File: src/rtl/rof_pkg.sv
// Shared types and helpers for the rank-order-filter sequencer.
// The pipeline depth is the ROM read latency plus the filter latency.
package rof_pkg;

  typedef enum logic [1:0] {
    IDLE  = 2'd0,
    READ  = 2'd1,
    DRAIN = 2'd2,
    DONE  = 2'd3
  } rof_state_e;

  localparam int ROF_ADDR_BITS = 8;

  function automatic int rof_pipe_len(input int rom_latency, input int filter_latency);
    return rom_latency + filter_latency;
  endfunction

endpackage

File: src/rtl/rof_valid_pipe.sv
// Valid-bit shift register tracking samples in flight through ROM and filter.
// Bit 0 is the newest entry and bit DEPTH-1 marks data at the filter output.
module rof_valid_pipe #(
  parameter int DEPTH = 2
) (
  input  logic             clk,
  input  logic             rst,
  input  logic             en,
  input  logic             din,
  output logic [DEPTH-1:0] valid
);

  always_ff @(posedge clk or negedge rst) begin
    if (!rst) begin
      valid <= '0;
    end else if (en) begin
      valid <= {valid[DEPTH-2:0], din};
    end
  end

endmodule

File: src/rtl/rof_sequencer.sv
// Start/busy/done sequencer that streams ROM addresses through the filter and
// produces latency-matched result-RAM writes, with a hold input to freeze the stream.
module rof_sequencer
  import rof_pkg::*;
#(
  parameter int N              = 81,
  parameter int DATA_BITS      = 8,
  parameter int ADDR_BITS      = ROF_ADDR_BITS,
  parameter int NUM_SAMPLES    = 255,
  parameter int ROM_LATENCY    = 1,
  parameter int FILTER_LATENCY = 1
) (
  input  logic                 clk,
  input  logic                 rst,
  input  logic                 start,
  input  logic                 hold,
  output logic [ADDR_BITS-1:0] rom_addr,
  output logic                 rom_en,
  output logic                 filt_en,
  output logic [ADDR_BITS-1:0] ram_wr_addr,
  output logic                 ram_we,
  output logic                 busy,
  output logic                 done,
  output rof_state_e           state
);

  localparam int L = rof_pipe_len(ROM_LATENCY, FILTER_LATENCY);
  localparam logic [ADDR_BITS-1:0] LAST_ADDR = ADDR_BITS'(NUM_SAMPLES - 1);

  if (NUM_SAMPLES < 1 || NUM_SAMPLES > (2 ** ADDR_BITS)) begin : g_bad_num_samples
    $error("rof_sequencer: NUM_SAMPLES out of range");
  end
  if (ROM_LATENCY < 1 || FILTER_LATENCY < 1) begin : g_bad_latency
    $error("rof_sequencer: ROM_LATENCY and FILTER_LATENCY must be non-zero");
  end
  if (N < 1 || DATA_BITS < 1) begin : g_bad_window
    $error("rof_sequencer: N and DATA_BITS must be positive");
  end

  rof_state_e     state_q, state_d;
  logic [L-1:0]   valid;
  logic           inject;
  logic           drain_last;

  // Handshake: start is sampled only in IDLE; every enable and counter
  // advances only in cycles where hold is low, except DONE which ignores hold.
  rof_valid_pipe #(
    .DEPTH(L)
  ) u_valid_pipe (
    .clk  (clk),
    .rst  (rst),
    .en   (!hold),
    .din  (inject),
    .valid(valid)
  );

  // The pipe is empty after this shift once only the output stage remains.
  assign drain_last = (valid[L-2:0] == '0);

  always_ff @(posedge clk or negedge rst) begin
    if (!rst) begin
      state_q <= IDLE;
    end else begin
      state_q <= state_d;
    end
  end

  always_comb begin
    state_d = state_q;
    inject  = 1'b0;
    rom_en  = 1'b0;
    filt_en = 1'b0;
    ram_we  = 1'b0;
    busy    = 1'b0;
    done    = 1'b0;
    case (state_q)
      IDLE: begin
        if (start) state_d = READ;
      end
      READ: begin
        busy    = 1'b1;
        inject  = 1'b1;
        rom_en  = !hold;
        filt_en = !hold && (valid != '0);
        ram_we  = !hold && valid[L-1];
        if (!hold && rom_addr == LAST_ADDR) state_d = DRAIN;
      end
      DRAIN: begin
        busy    = 1'b1;
        filt_en = !hold && (valid != '0);
        ram_we  = !hold && valid[L-1];
        if (!hold && drain_last) state_d = DONE;
      end
      DONE: begin
        done    = 1'b1;
        state_d = IDLE;
      end
      default: state_d = IDLE;
    endcase
  end

  always_ff @(posedge clk or negedge rst) begin
    if (!rst) begin
      rom_addr    <= '0;
      ram_wr_addr <= '0;
    end else if (state_q == IDLE && start) begin
      rom_addr    <= '0;
      ram_wr_addr <= '0;
    end else begin
      if (rom_en && rom_addr != LAST_ADDR) rom_addr <= rom_addr + ADDR_BITS'(1);
      if (ram_we) ram_wr_addr <= ram_wr_addr + ADDR_BITS'(1);
    end
  end

  assign state = state_q;

endmodule

File: config.mk
export PLATFORM = sky130hd
export DESIGN_NAME = rof_sequencer
export DESIGN_NICKNAME = d
export VERILOG_FILES = /design/src/rtl/rof_pkg.sv /design/src/rtl/rof_valid_pipe.sv /design/src/rtl/rof_sequencer.sv
export SDC_FILE = /design/constraint.sdc
export NUM_CORES = 1
export LEC_CHECK = 0
export CAP_MARGIN = 15
export CORE_ASPECT_RATIO = 1.25
export CORE_MARGIN = 4
export CORE_UTILIZATION = 43
export DETAILED_ROUTE_END_ITERATION = 12
export GPL_TIMING_DRIVEN = 0
export PLACE_DENSITY = 0.74
export SYNTH_ARGS = -nofsm -noshare
export SYNTH_HDL_FRONTEND = slang
export SYNTH_SLANG_ARGS = --single-unit
File: constraint.sdc
create_clock -name clk -period 1.6 [get_ports clk]
set_clock_uncertainty 0.1 [all_clocks]
set_input_delay 0.4 -clock clk [delete_from_list [all_inputs] [get_ports clk]]
set_output_delay 0.4 -clock clk [all_outputs]
set_load 0.03 [all_outputs]
**Word level (Yosys, flattened, before mapping)**

Index checks and enable logic that the tools add are counted.
W data, S select, Z words.

- Add/sub/neg operators: 2
- Equality and inequality tests: 8
- Muxes and demuxes: 14
- Bitwise operators: 1
- Reductions and logical operators: 13

Operator list:

| kind | number |
|---|---|
| $mux W8 | 4 |
| $add A8 B1 Y8 const B | 2 |
| $eq A8 B8 Y1 const B | 1 |
| $ne A8 B8 Y1 const B | 1 |
| $pmux W2 S4 | 1 |
| $logic_and A1 B1 Y1 | 6 |
| $mux W1 | 6 |
| $mux W2 | 3 |
| $ne A2 B2 Y1 const B | 3 |
| $reduce_bool A2 Y1 | 3 |
| $eq A2 B2 Y1 const B | 2 |
| $reduce_and A3 Y1 | 1 |
| $eq A2 B1 Y1 const B | 1 |
| $logic_not A2 Y1 | 1 |
| $reduce_or A2 Y1 | 1 |
| $logic_not A1 Y1 | 1 |
| $not A1 Y1 | 1 |

- Register bits after elaboration: 20
- Input bits: 4
- Output and inout bits: 23

**Depth between registers and ports, before layout**

Gate-level depths: netlist (run 1).

- Depth in word-level cells: 5
- Depth in mapped cells: 7
- Gate-level depth less buffers: 7

**Hierarchy**

Synthesis (run 1) repeated with hierarchy kept, for this count alone.

- Cell total of the unflattened synthesis: 120
- Area, all modules: 1181.1 sq um

By module, submodules not included:

| module | instances | cells each | area an instance (sq um) | sequential area each (sq um) |
|---|---|---|---|---|
| rof_sequencer | 1 | 116 | 1108.6 | 450.4 |
| rof_valid_pipe | 1 | 4 | 72.6 | 50.0 |

**Worst setup path before layout (run 1)**

OpenSTA, ideal clock, no wires.

- Path type: register -> output
- Start point: reg state_q[0], in the netlist state[0]
- End point: out filt_en
- Arrival: 1971 ps
- Data required time: 1100 ps
- Path slack: -871 ps
- Stages on the path, launching flop included: 4
- Cells stage by stage: dfrtp_1 > inv_1 > ha_1 > nor3b_1

- Word-level cells in the longest chain between the ends: 3
- Elaborated cells on any way between the ends: 4

RTL lines:

| item | line | text |
|---|---|---|
| start, declared | rof_sequencer.sv:40 | `rof_state_e state_q, state_d;` |
| start signal, assigned | rof_sequencer.sv:64 | `state_q <= state_d;` |
| $eq A2 B2 Y1 or $eq A2 B1 Y1 (tied branches) | rof_sequencer.sv:76 | `case (state_q)` |
| $reduce_or A2 Y1 (no source line) * | n/a |  |
| $mux W1 * | n/a |  |
| end, declared | rof_sequencer.sv:19 | `output logic filt_en,` |

Mark *: on every way between the ends. The rest lies on a longest branch, timed or not.

**Worst setup path in the final report (run 1)**

Ends and elaborated chain as after synthesis.

==> results.txt, run 1 <==
number of flops mapped to enable cells by yosys -> 0
CTS root buf -> clkbuf_4
GR Util met1 -> 0.1941
DRC -> 0
Vias -> 978
status -> complete, but fails checks
Port Buffers -> 26
most common cell in the synthesized netlist -> dfrtp_1
P_leak -> 0.8336 nW
failing checks -> setup timing
Initial Util -> 0.4515
combinational family with the most area after synthesis -> simple AND/OR/NAND/NOR gates
clock-pin slew on the worst setup and hold paths -> 0.13 ns
GRT busiest layer -> met2
Power per Cell Area -> 1569 nW/µm²
CTS Hold Bufs -> 0
warnings from Yosys -> 0
Initial DRC Count -> 21
core footprint -> 2427 µm²
ranking of synthesized cells by area -> dfrtp_1 46%, ha_1 8.0%, xor2_1 4.8%
initial antenna violation count -> 0
maxcap violations -> 0
met2 Use GR -> 0.3168
post-DP HPWL -> 1.664 mm
first-pass GRT wire length -> 4.436 mm
RSZ-0062 raised after global routing -> true
XOR/XNOR share of the synthesized area -> 0.07991
placed insts -> 164
CTS sink count -> 20
Worst Path Arrival -> 1.42 ns
hold crit path type -> in2async
maximum root-to-sink buffer count -> 2
endpoint class of the critical path -> output pin
post-synthesis compound-gate area fraction -> 0.1073
crit path max fanout -> 4
TritonCTS Buffers -> 3
H-tree depth -> 1
post-synthesis mux area share -> 0.02968
post-synth top area cell -> dfrtp_1
Yosys cell types -> 34
Required @ worst endpoint -> 1.10 ns
Synth top area share -> 0.4566
Critical Path Source Type -> flop
Yosys reg bits -> 20
CTS tree -> built
Final #Nets -> 168
diodes inserted -> 0
Rows -> 20
CP Class -> reg2out
achievable clock frequency -> 0.5204 GHz
final setup vio count -> 13
largest net degree at the start of global routing -> 21
clk_lat worst skew -> 0.32 ns
Routed wire per std cell -> 14.75 µm
gr usage total -> 0.1702
M3 GR Usage -> 0.01839
share of layout cells above drive strength 1 -> 0.5962
Worst slew margin -> 0.4035
dpl ws -> -1.003 ns
Area growth, synth to finish -> 60.39%
Adder-Cell Fraction of Synth Area -> 0.07991
FF-to-FF Start -> state[0]
GR Overflow Total -> 0
max-slew violations -> 0
share of synthesized registers carrying an async set or reset -> 1.000
Simple-Gate Fraction of Synth Area -> 0.2192
Worst VDD drop -> 1.392 mV
Antenna Nets Post-Route -> 0
synthesized area -> 1096 µm²
DIE WIDTH -> 53.16 µm
Final Non-Filler Cells -> 189
Syn Area/Cell -> 10.44 µm²
gpl congestion -> 0.8042
drt total wl -> 2.788 mm
fin crit share -> 1.201
Final Worst Setup Slack -> -0.3215 ns
# IOs -> 27
Net Count, Synth -> 116
CP startpoint -> state[0]
total die area -> 3426 µm²
Worst Tran Pin Value -> 0.8919 ns
Die H -> 64.45 µm
Top FF cell, synth -> dfrtp_1
Tmin final -> 1.921 ns
Commonest cells post-synth -> 20 x dfrtp_1, 12 x nor2_1, 7 x ha_1
First-pass DRT Iterations -> 4
synthesized instance count -> 105
Seq/Total Area, Yosys -> 0.4566
routed vias/inst -> 5.175
vias in the first global route -> 994
Final Hold Vio Count -> 0
[cell type report]
class / instances / area, µm²
clock inverters: 1 / 30.03
multi-input cells: 77 / 710.7
repair buffers: 48 / 404.1
fillers: 178 / 669.4
plain buffers: 1 / 5.005
well taps: 33 / 41.29
flip-flops and latches: 20 / 514.2
clock buffers: 3 / 22.52
inverters: 6 / 30.03
[cell families (layout without fill, tap and decap cells)]
kind of cell / count (synthesis) / after routing
AND/OR/NAND/NOR: 39 / 39
flip-flops: 20 / 20
AO/OA/AOI/OAI: 18 / 18
XOR/XNOR: 10 / 10
buffers and inverters: 8 / 59
adder cells (fa/ha/maj): 7 / 7
multiplexers: 3 / 3
[what timing repair did]
| action | in CTS | in global routing |
|---|---|---|
| pin swaps | 6 | 12 |
| endpoints found under the setup margin | 38 | 35 |
| setup buffers | 15 | 10 |
| resized for setup | 111 | 35 |
[cell usage in the layout (no fill, tap or decap), types with 2 or more instances in the layout]
cell type,instances
ha_1,3
nor2_1,12
clkdlybuf4s50_1,2
clkbuf_2,3
clkdlybuf4s15_2,5
inv_1,2
buf_4,15
dfrtp_1,9
clkbuf_4,3
xnor2_1,2
ha_4,3
xnor2_2,2
o211ai_1,2
xor2_1,6
a21oi_1,2
or3_4,3
nand4_1,3
buf_2,10
o21ai_0,3
o21ai_1,2
dfrtp_2,11
and3_1,2
a21oi_2,3
inv_2,2
nand2_1,5
buf_6,13
[path summary, 6_finish.rpt]
| check | endpoint | slack (ns) | cells after the start |
|---|---|---|---|
| setup / recovery | filt_en | -0.32 | 4 |
| hold / removal | rom_addr[7] | 0.46 | 1 |
| setup reg to reg | state[1] | -0.16 | 8 |
| hold reg to reg | u_valid_pipe.valid[0] | 0.46 | 1 |
| max in group asynchronous | state[1] | 0.32 | 1 |
| min in group clk | u_valid_pipe.valid[0] | 0.46 | 1 |
[power by group]
part	internal, mW	total (mW)	switching (mW)
Clock	0.254	0.428	0.174
Sequential	0.617	0.739	0.122
Combinational	0.799	1.59	0.793
Total	1.67	2.76	1.09
[layer usage]
metal / routed length [µm] / vias up / part of all wire
met5: 0 / - / 0
li1: - / 468 / -
met4: 83 / 0 / 0.030
met3: 103 / 11 / 0.037
met1: 1104 / 474 / 0.40
met2: 1498 / 25 / 0.54
[state kept, by name (all words and copies together), names as in the netlist]
| register | count |
|---|---|
| ram_wr_addr | 8 |
| rom_addr | 8 |
| state | 2 |
| u_valid_pipe.valid | 2 |
[worst max-delay path, cell delays in order (launching register included)]
cell     delay (ns)
dfrtp_2        0.42
inv_2          0.06
ha_4           0.29
nor3b_4        0.18
buf_6          0.15
[stage by stage]
step / util / setup TNS (ns) / cell area, µm² / hold WS [ns] / power [mW]
final: 0.7242 / -2.013 / 1758 / 0.4599 / 2.757
after global routing: 0.7242 / -3.068 / 1758 / 0.5034 / 2.924
after CTS: 0.6979 / -1.869 / 1694 / 0.4668 / 2.687
after detailed placement: 0.6108 / -13.16 / 1483 / 0.4374 / 1.968
after global placement: 0.6108 / -12.14 / 1483 / 0.4297 / 1.936
after floorplan: - / -1.555 / 1181 / 0.004409 / 1.591
Note: power is estimated with default switching activity, not from simulation.
==> inputs of run 2 (changes only) <==
CORE_MARGIN = not set   (was 4)
==> run 2 against run 1 <==
  * The flow still finishes with violations (setup timing)
  * Non-clock buffer count decreased by 1
  * Sequential power decreased by 0.9%
  * Global-route usage increased by 3.5 points
  * Die area decreased by 20%
  * Maximum frequency increased by 1.7%
  * Critical path type unchanged
  * Critical endpoint unchanged
  * Largest power group unchanged
==> results.txt, run 2 (synthesized netlist as in run 1, its figures left out) <==
CTS tree -> built
CTS root buf -> clkbuf_4
Vias -> 924
Power per Cell Area -> 1537 nW/µm²
maxcap violations -> 0
diodes inserted -> 0
First-pass DRT Iterations -> 4
Worst R2R Setup Slack -> -0.16 ns
core footprint -> 2427 µm²
Die H -> 58.45 µm
CP Class -> reg2out
final setup vio count -> 12
CP max-delay cell -> dfrtp_2
endpoint class of the critical path -> output pin
Antenna Nets Post-Route -> 0
gpl congestion -> 0.7226
Final Non-Filler Cells -> 188
CTS sink count -> 20
total die area -> 2756 µm²
FF-to-FF Start -> state[1]
share of layout cells above drive strength 1 -> 0.5548
failing checks -> setup timing
largest registers -> ram_wr_addr: 8 flops, rom_addr: 8 flops
status -> complete, but fails checks
clk_lat worst skew -> 0.31 ns
gr usage total -> 0.2049
post-DP HPWL -> 1.539 mm
Initial DRC Count -> 19
CP Buf/Inv Count -> 2
Final #Nets -> 167
DIE WIDTH -> 47.16 µm
RR Endpoint -> rom_addr[7]
multi-input combinational cell area -> 693.2 µm²
total area of sequential cells -> 513.0 µm²
clock-pin slew on the worst setup and hold paths -> 0.11 ns
fin crit share -> 1.181
Hold EP -> u_valid_pipe.valid[0]
max incr delay on CP -> 0.40 ns
largest net degree at the start of global routing -> 21
DRC -> 0
Worst Tran Pin Value -> 0.8950 ns
dpl ws -> -1.002 ns
CP delay by family, top -> flip-flops
most frequent cells in the layout -> 17 x buf_6, 12 x nor2_1, 11 x buf_4
initial antenna violation count -> 0
GR Overflow Total -> 0
Initial Util -> 0.4515
vias in the first global route -> 906
maximum root-to-sink buffer count -> 2
first-pass GRT wire length -> 3.988 mm
# IOs -> 27
RSZ-0062 raised after global routing -> true
P_leak -> 0.7985 nW
Final Hold Vio Count -> 0
worst hold margin -> 0.4545 ns
TritonCTS Buffers -> 3
Tmin final -> 1.890 ns
drt total wl -> 2.484 mm
CTS Hold Bufs -> 0
Routed wire per std cell -> 13.21 µm
H-tree depth -> 1
Port Buffers -> 26
Rows -> 20
Worst slew margin -> 0.4015
most common cell after layout, fill and taps aside -> buf_6
fill cell count -> 190
HP Start -> u_valid_pipe.valid[0]
Critical Path Source Type -> flop
number of cells on the critical path -> 4
achievable clock frequency -> 0.5291 GHz
routed vias/inst -> 4.915
Worst Path Arrival -> 1.39 ns
hold depth -> 1
placed insts -> 164
Worst VDD drop -> 0.9725 mV
max-slew violations -> 0
R2R depth -> 8
crit path max fanout -> 3
Final Worst Setup Slack -> -0.2901 ns
Area growth, synth to finish -> 59.82%
Required @ worst endpoint -> 1.10 ns
worst-path cell chain -> inv_2 -> ha_4 -> nor3b_4 -> buf_6
hold crit path type -> reg2reg
run 2: through the flow:
stage | power (mW) | util | instance area [µm²] | setup TNS [ns]
6_report | 2.692 | 0.7216 | 1752 | -1.795
2_1_floorplan | 1.591 | - | 1181 | -1.555
5_1_grt | 2.856 | 0.7216 | 1752 | -2.546
3_5_place_dp | 1.965 | 0.6108 | 1483 | -12.88
4_1_cts | 2.613 | 0.7031 | 1707 | -1.749
3_3_place_gp | 1.931 | 0.6108 | 1483 | -12.07
run 2: worst register-to-register path: cells and delay by family (launching register included):
family	cells	cell delay (ns)
AOI/OAI and AO/OA	2	0.22
adders and majority gates	1	0.12
buffers and inverters	3	0.32
DFF	1	0.44
and+or+nand+nor	2	0.49
run 2: cell type report:
| class | instances | share of cell area |
|---|---|---|
| inverters | 6 | 0.01571 |
| well taps | 33 | 0.02357 |
| clock buffers | 4 | 0.01500 |
| flip-flops and latches | 20 | 0.2929 |
| multi-input cells | 77 | 0.3957 |
| repair buffers | 47 | 0.2543 |
| plain buffers | 1 | 0.002857 |
run 2: timing repair:
item                                    in CTS  in global routing
endpoints found under the hold margin        0                  0
gates resized for setup                    105                 32
buffers inserted                            17                  6
pin swaps                                    6                  5
cloned                                       0                  0
endpoints found under the setup margin      39                 32
run 2: power breakdown:
| part | leakage [nW] | switching [mW] | internal [mW] |
|---|---|---|---|
| Clock | 0.0150 | 0.164 | 0.0973 |
| Sequential | 0.256 | 0.116 | 0.616 |
| Combinational | 0.528 | 0.812 | 0.885 |
| Total | 0.799 | 1.09 | 1.60 |
run 2: worst max path at each step:
stage,start,endpoint
3_5_place_dp,hold,ram_we
3_3_place_gp,hold,ram_we
6_report,state[1],filt_en
4_1_cts,state[0],filt_en
2_1_floorplan,state[1],rom_addr[7]
5_1_grt,state[0],filt_en
run 2: routing by layer:
layer / part of all wire / vias up / global-route usage
li1: - / 464 / -
met4: 0.018 / 0 / 0.09796
met2: 0.52 / 12 / 0.3571
met3: 0.019 / 4 / 0.01840
met1: 0.44 / 444 / 0.2436
met5: 0 / - / 0
==> inputs of run 3 (changes only) <==
CORE_UTILIZATION = 44   (was 43)
SYNTH_HIERARCHICAL = 1   (was not set)
==> run 3 against run 2 <==
  * The flow still finishes with violations (setup timing)
  * Sequential share of layout area fell by 2.9 points
  * Cell count rose by 10%
  * Via count rose by 29%
  * Worst setup slack got worse by 0.052 ns
  * Wire length rose by 45%
  * Sequential power rose by 2%
  * First-iteration DRC count rose by 110%
  * Clock-buffer cell count fell by 1
  * Synthesized cell count rose by 14%
  * Synthesized area rose by 7.8%
  * Critical path type unchanged
==> results.txt, run 3 <==
sw frac -> 0.4116
P_int -> 1.742 mW
fin crit share -> 1.214
Net Count, Synth -> 131
max-slew violations -> 0
diodes inserted -> 0
Port Buffers -> 26
Worst slew margin -> 0.3895
Routed wire per std cell -> 17.35 µm
most common cell in the synthesized netlist -> dfrtp_1
CP delay by family, top -> flip-flops
CP max-delay cell -> dfrtp_2
number of flops mapped to enable cells by yosys -> 0
Die H -> 59.93 µm
core footprint -> 2477 µm²
post-DP HPWL -> 1.909 mm
synthesized area -> 1181 µm²
gr usage total -> 0.2530
placed insts -> 179
Final #Nets -> 186
share of synthesized registers carrying an async set or reset -> 1.000
DIE WIDTH -> 48.34 µm
hold crit path type -> reg2reg
Initial DRC Count -> 39
Seq/Total Area, Yosys -> 0.4237
Final Hold Vio Count -> 0
CP Class -> reg2out
sequential power share -> 0.253
endpoint class of the critical path -> output pin
CP Buf/Inv Count -> 2
clock-pin slew on the worst setup and hold paths -> 0.12 ns
Worst Path Arrival -> 1.44 ns
initial antenna violation count -> 0
total die area -> 2897 µm²
worst-path cell chain -> buf_12 -> ha_4 -> and2b_2 -> buf_6
RSZ-0062 raised after global routing -> true
first-pass GRT wire length -> 5.464 mm
clk_lat worst skew -> 0.32 ns
CTS Hold Bufs -> 0
achievable clock frequency -> 0.5150 GHz
CTS sink count -> 20
P_leak -> 0.8668 nW
Psw -> 1.219 mW
Yosys cell types -> 39
share of layout cells above drive strength 1 -> 0.5632
Synth top area share -> 0.4237
failing checks -> setup timing
synthesized instance count -> 120
Layout Utilization -> 0.7843
CTS root buf -> clkbuf_4
maxcap violations -> 0
CTS tree -> built
gpl congestion -> 0.8183
Final Non-Filler Cells -> 207
largest net degree at the start of global routing -> 21
most common cell after layout, fill and taps aside -> buf_4
maximum root-to-sink buffer count -> 2
routed vias/inst -> 5.739
status -> complete, but fails checks
Final Worst Setup Slack -> -0.3418 ns
Comb pwr share -> 0.604
drt total wl -> 3.591 mm
crit path max fanout -> 4
Worst VDD drop -> 1.066 mV
vias in the first global route -> 1,156
Critical Path Source Type -> flop
Top FF cell, synth -> dfrtp_1
most frequent cells in the layout -> 16 x buf_4, 13 x buf_6
Tmin final -> 1.942 ns
Worst Tran Pin Value -> 0.9128 ns
dpl ws -> -0.8865 ns
fill cell count -> 157
Clk pwr share -> 0.144
Vias -> 1,188
warnings from Yosys -> 6
Required @ worst endpoint -> 1.10 ns
Rows -> 20
Yosys reg bits -> 20
ranking of synthesized cells by area -> dfrtp_1 42%, ha_1 7.4%, a21oi_1 4.7%
# IOs -> 27
TritonCTS Buffers -> 3
final setup vio count -> 20
max incr delay on CP -> 0.47 ns
Power per Cell Area -> 1524 nW/µm²
H-tree depth -> 1
First-pass DRT Iterations -> 4
Syn Area/Cell -> 9.843 µm²
largest registers -> ram_wr_addr: 8 flops, rom_addr: 8 flops
Antenna Nets Post-Route -> 0
DRC -> 0
post-synth top area cell -> dfrtp_1
Initial Util -> 0.4768
Commonest cells post-synth -> 20 x dfrtp_1, 11 x a21oi_1, 10 x nand2_1
GR Overflow Total -> 0
Area growth, synth to finish -> 64.51%
==> run 3: changes by cell type in the layout (fill, tap and decap cells not counted), moves of 4 or more <==
cell	previous run	this run
nand2b_1	0	4
nand2_1	5	10
buf_4	11	16
buf_6	17	13
nor2_1	12	3
xor2_1	6	0
==> run 3: layout make-up <==
type	count	area, µm²	share of cell area
well taps	33	41.29	0.02125
clock buffers	3	22.52	0.01159
flip-flops and latches	20	513.0	0.2640
plain buffers	1	5.005	0.002576
inverters	7	31.28	0.01610
clock inverters	1	30.03	0.01545
multi-input cells	91	823.3	0.4237
repair buffers	51	476.7	0.2453
==> run 3: metal layers <==
metal | global-route usage | wire length, µm | up-vias
met5 | 0 | 0 | -
met3 | 0.01781 | 110 | 7
li1 | - | - | 561
met4 | 0.1345 | 98 | 0
met2 | 0.4688 | 1943 | 37
met1 | 0.2965 | 1439 | 583
==> run 3: power groups by stage <==
stage | registers [mW] | logic, mW | clock network (mW)
floorplan | 0.860 | 0.659 | 0
global placement | 0.743 | 1.13 | 0
detailed placement | 0.750 | 1.15 | 0
CTS | 0.744 | 1.46 | 0.428
global route | 0.767 | 1.90 | 0.451
finish | 0.748 | 1.79 | 0.425
==> run 3: timing repair <==
| action | CTS | global route |
|---|---|---|
| pin swaps | 8 | 12 |
| endpoints found under the setup margin | 35 | 33 |
| resized for setup | 107 | 44 |
| buffers inserted | 13 | 14 |
| gates cloned | 0 | 0 |
==> run 3: cell families after synthesis <==
family	share of synthesized area
adder cells (fa/ha/maj)	0.07415
AND/OR/NAND/NOR	0.2479
AO/OA/AOI/OAI	0.1663
flip-flops	0.4237
buffers and inverters	0.02861
XOR/XNOR	0.01483
multiplexers	0.04449
==> run 3: path summary, 6_finish.rpt <==
check,cells after the start,start,slack [ns],end
min reg2reg,1,rom_addr[2],0.42,rom_addr[2]
max in group asynchronous,1,rst,0.31,state[1]
min,1,rom_addr[2],0.42,rom_addr[2]
max reg2reg,6,state[0],-0.26,ram_wr_addr[3]
min in group asynchronous,1,rst,0.48,ram_wr_addr[1]
max,4,state[0],-0.34,rom_en
==> run 3: through the flow <==
step                cell area (µm²)  power (mW)  hold WS (ns)  setup TNS [ns]
floorplan                      1202       1.519      0.004409          -1.377
detailed placement             1504       1.897        0.4388          -10.31
global placement               1504       1.876        0.4295          -9.342
CTS                            1750       2.629        0.4605          -2.347
finish                         1943       2.961        0.4191          -3.104
global route                   1943       3.115        0.4450          -4.317
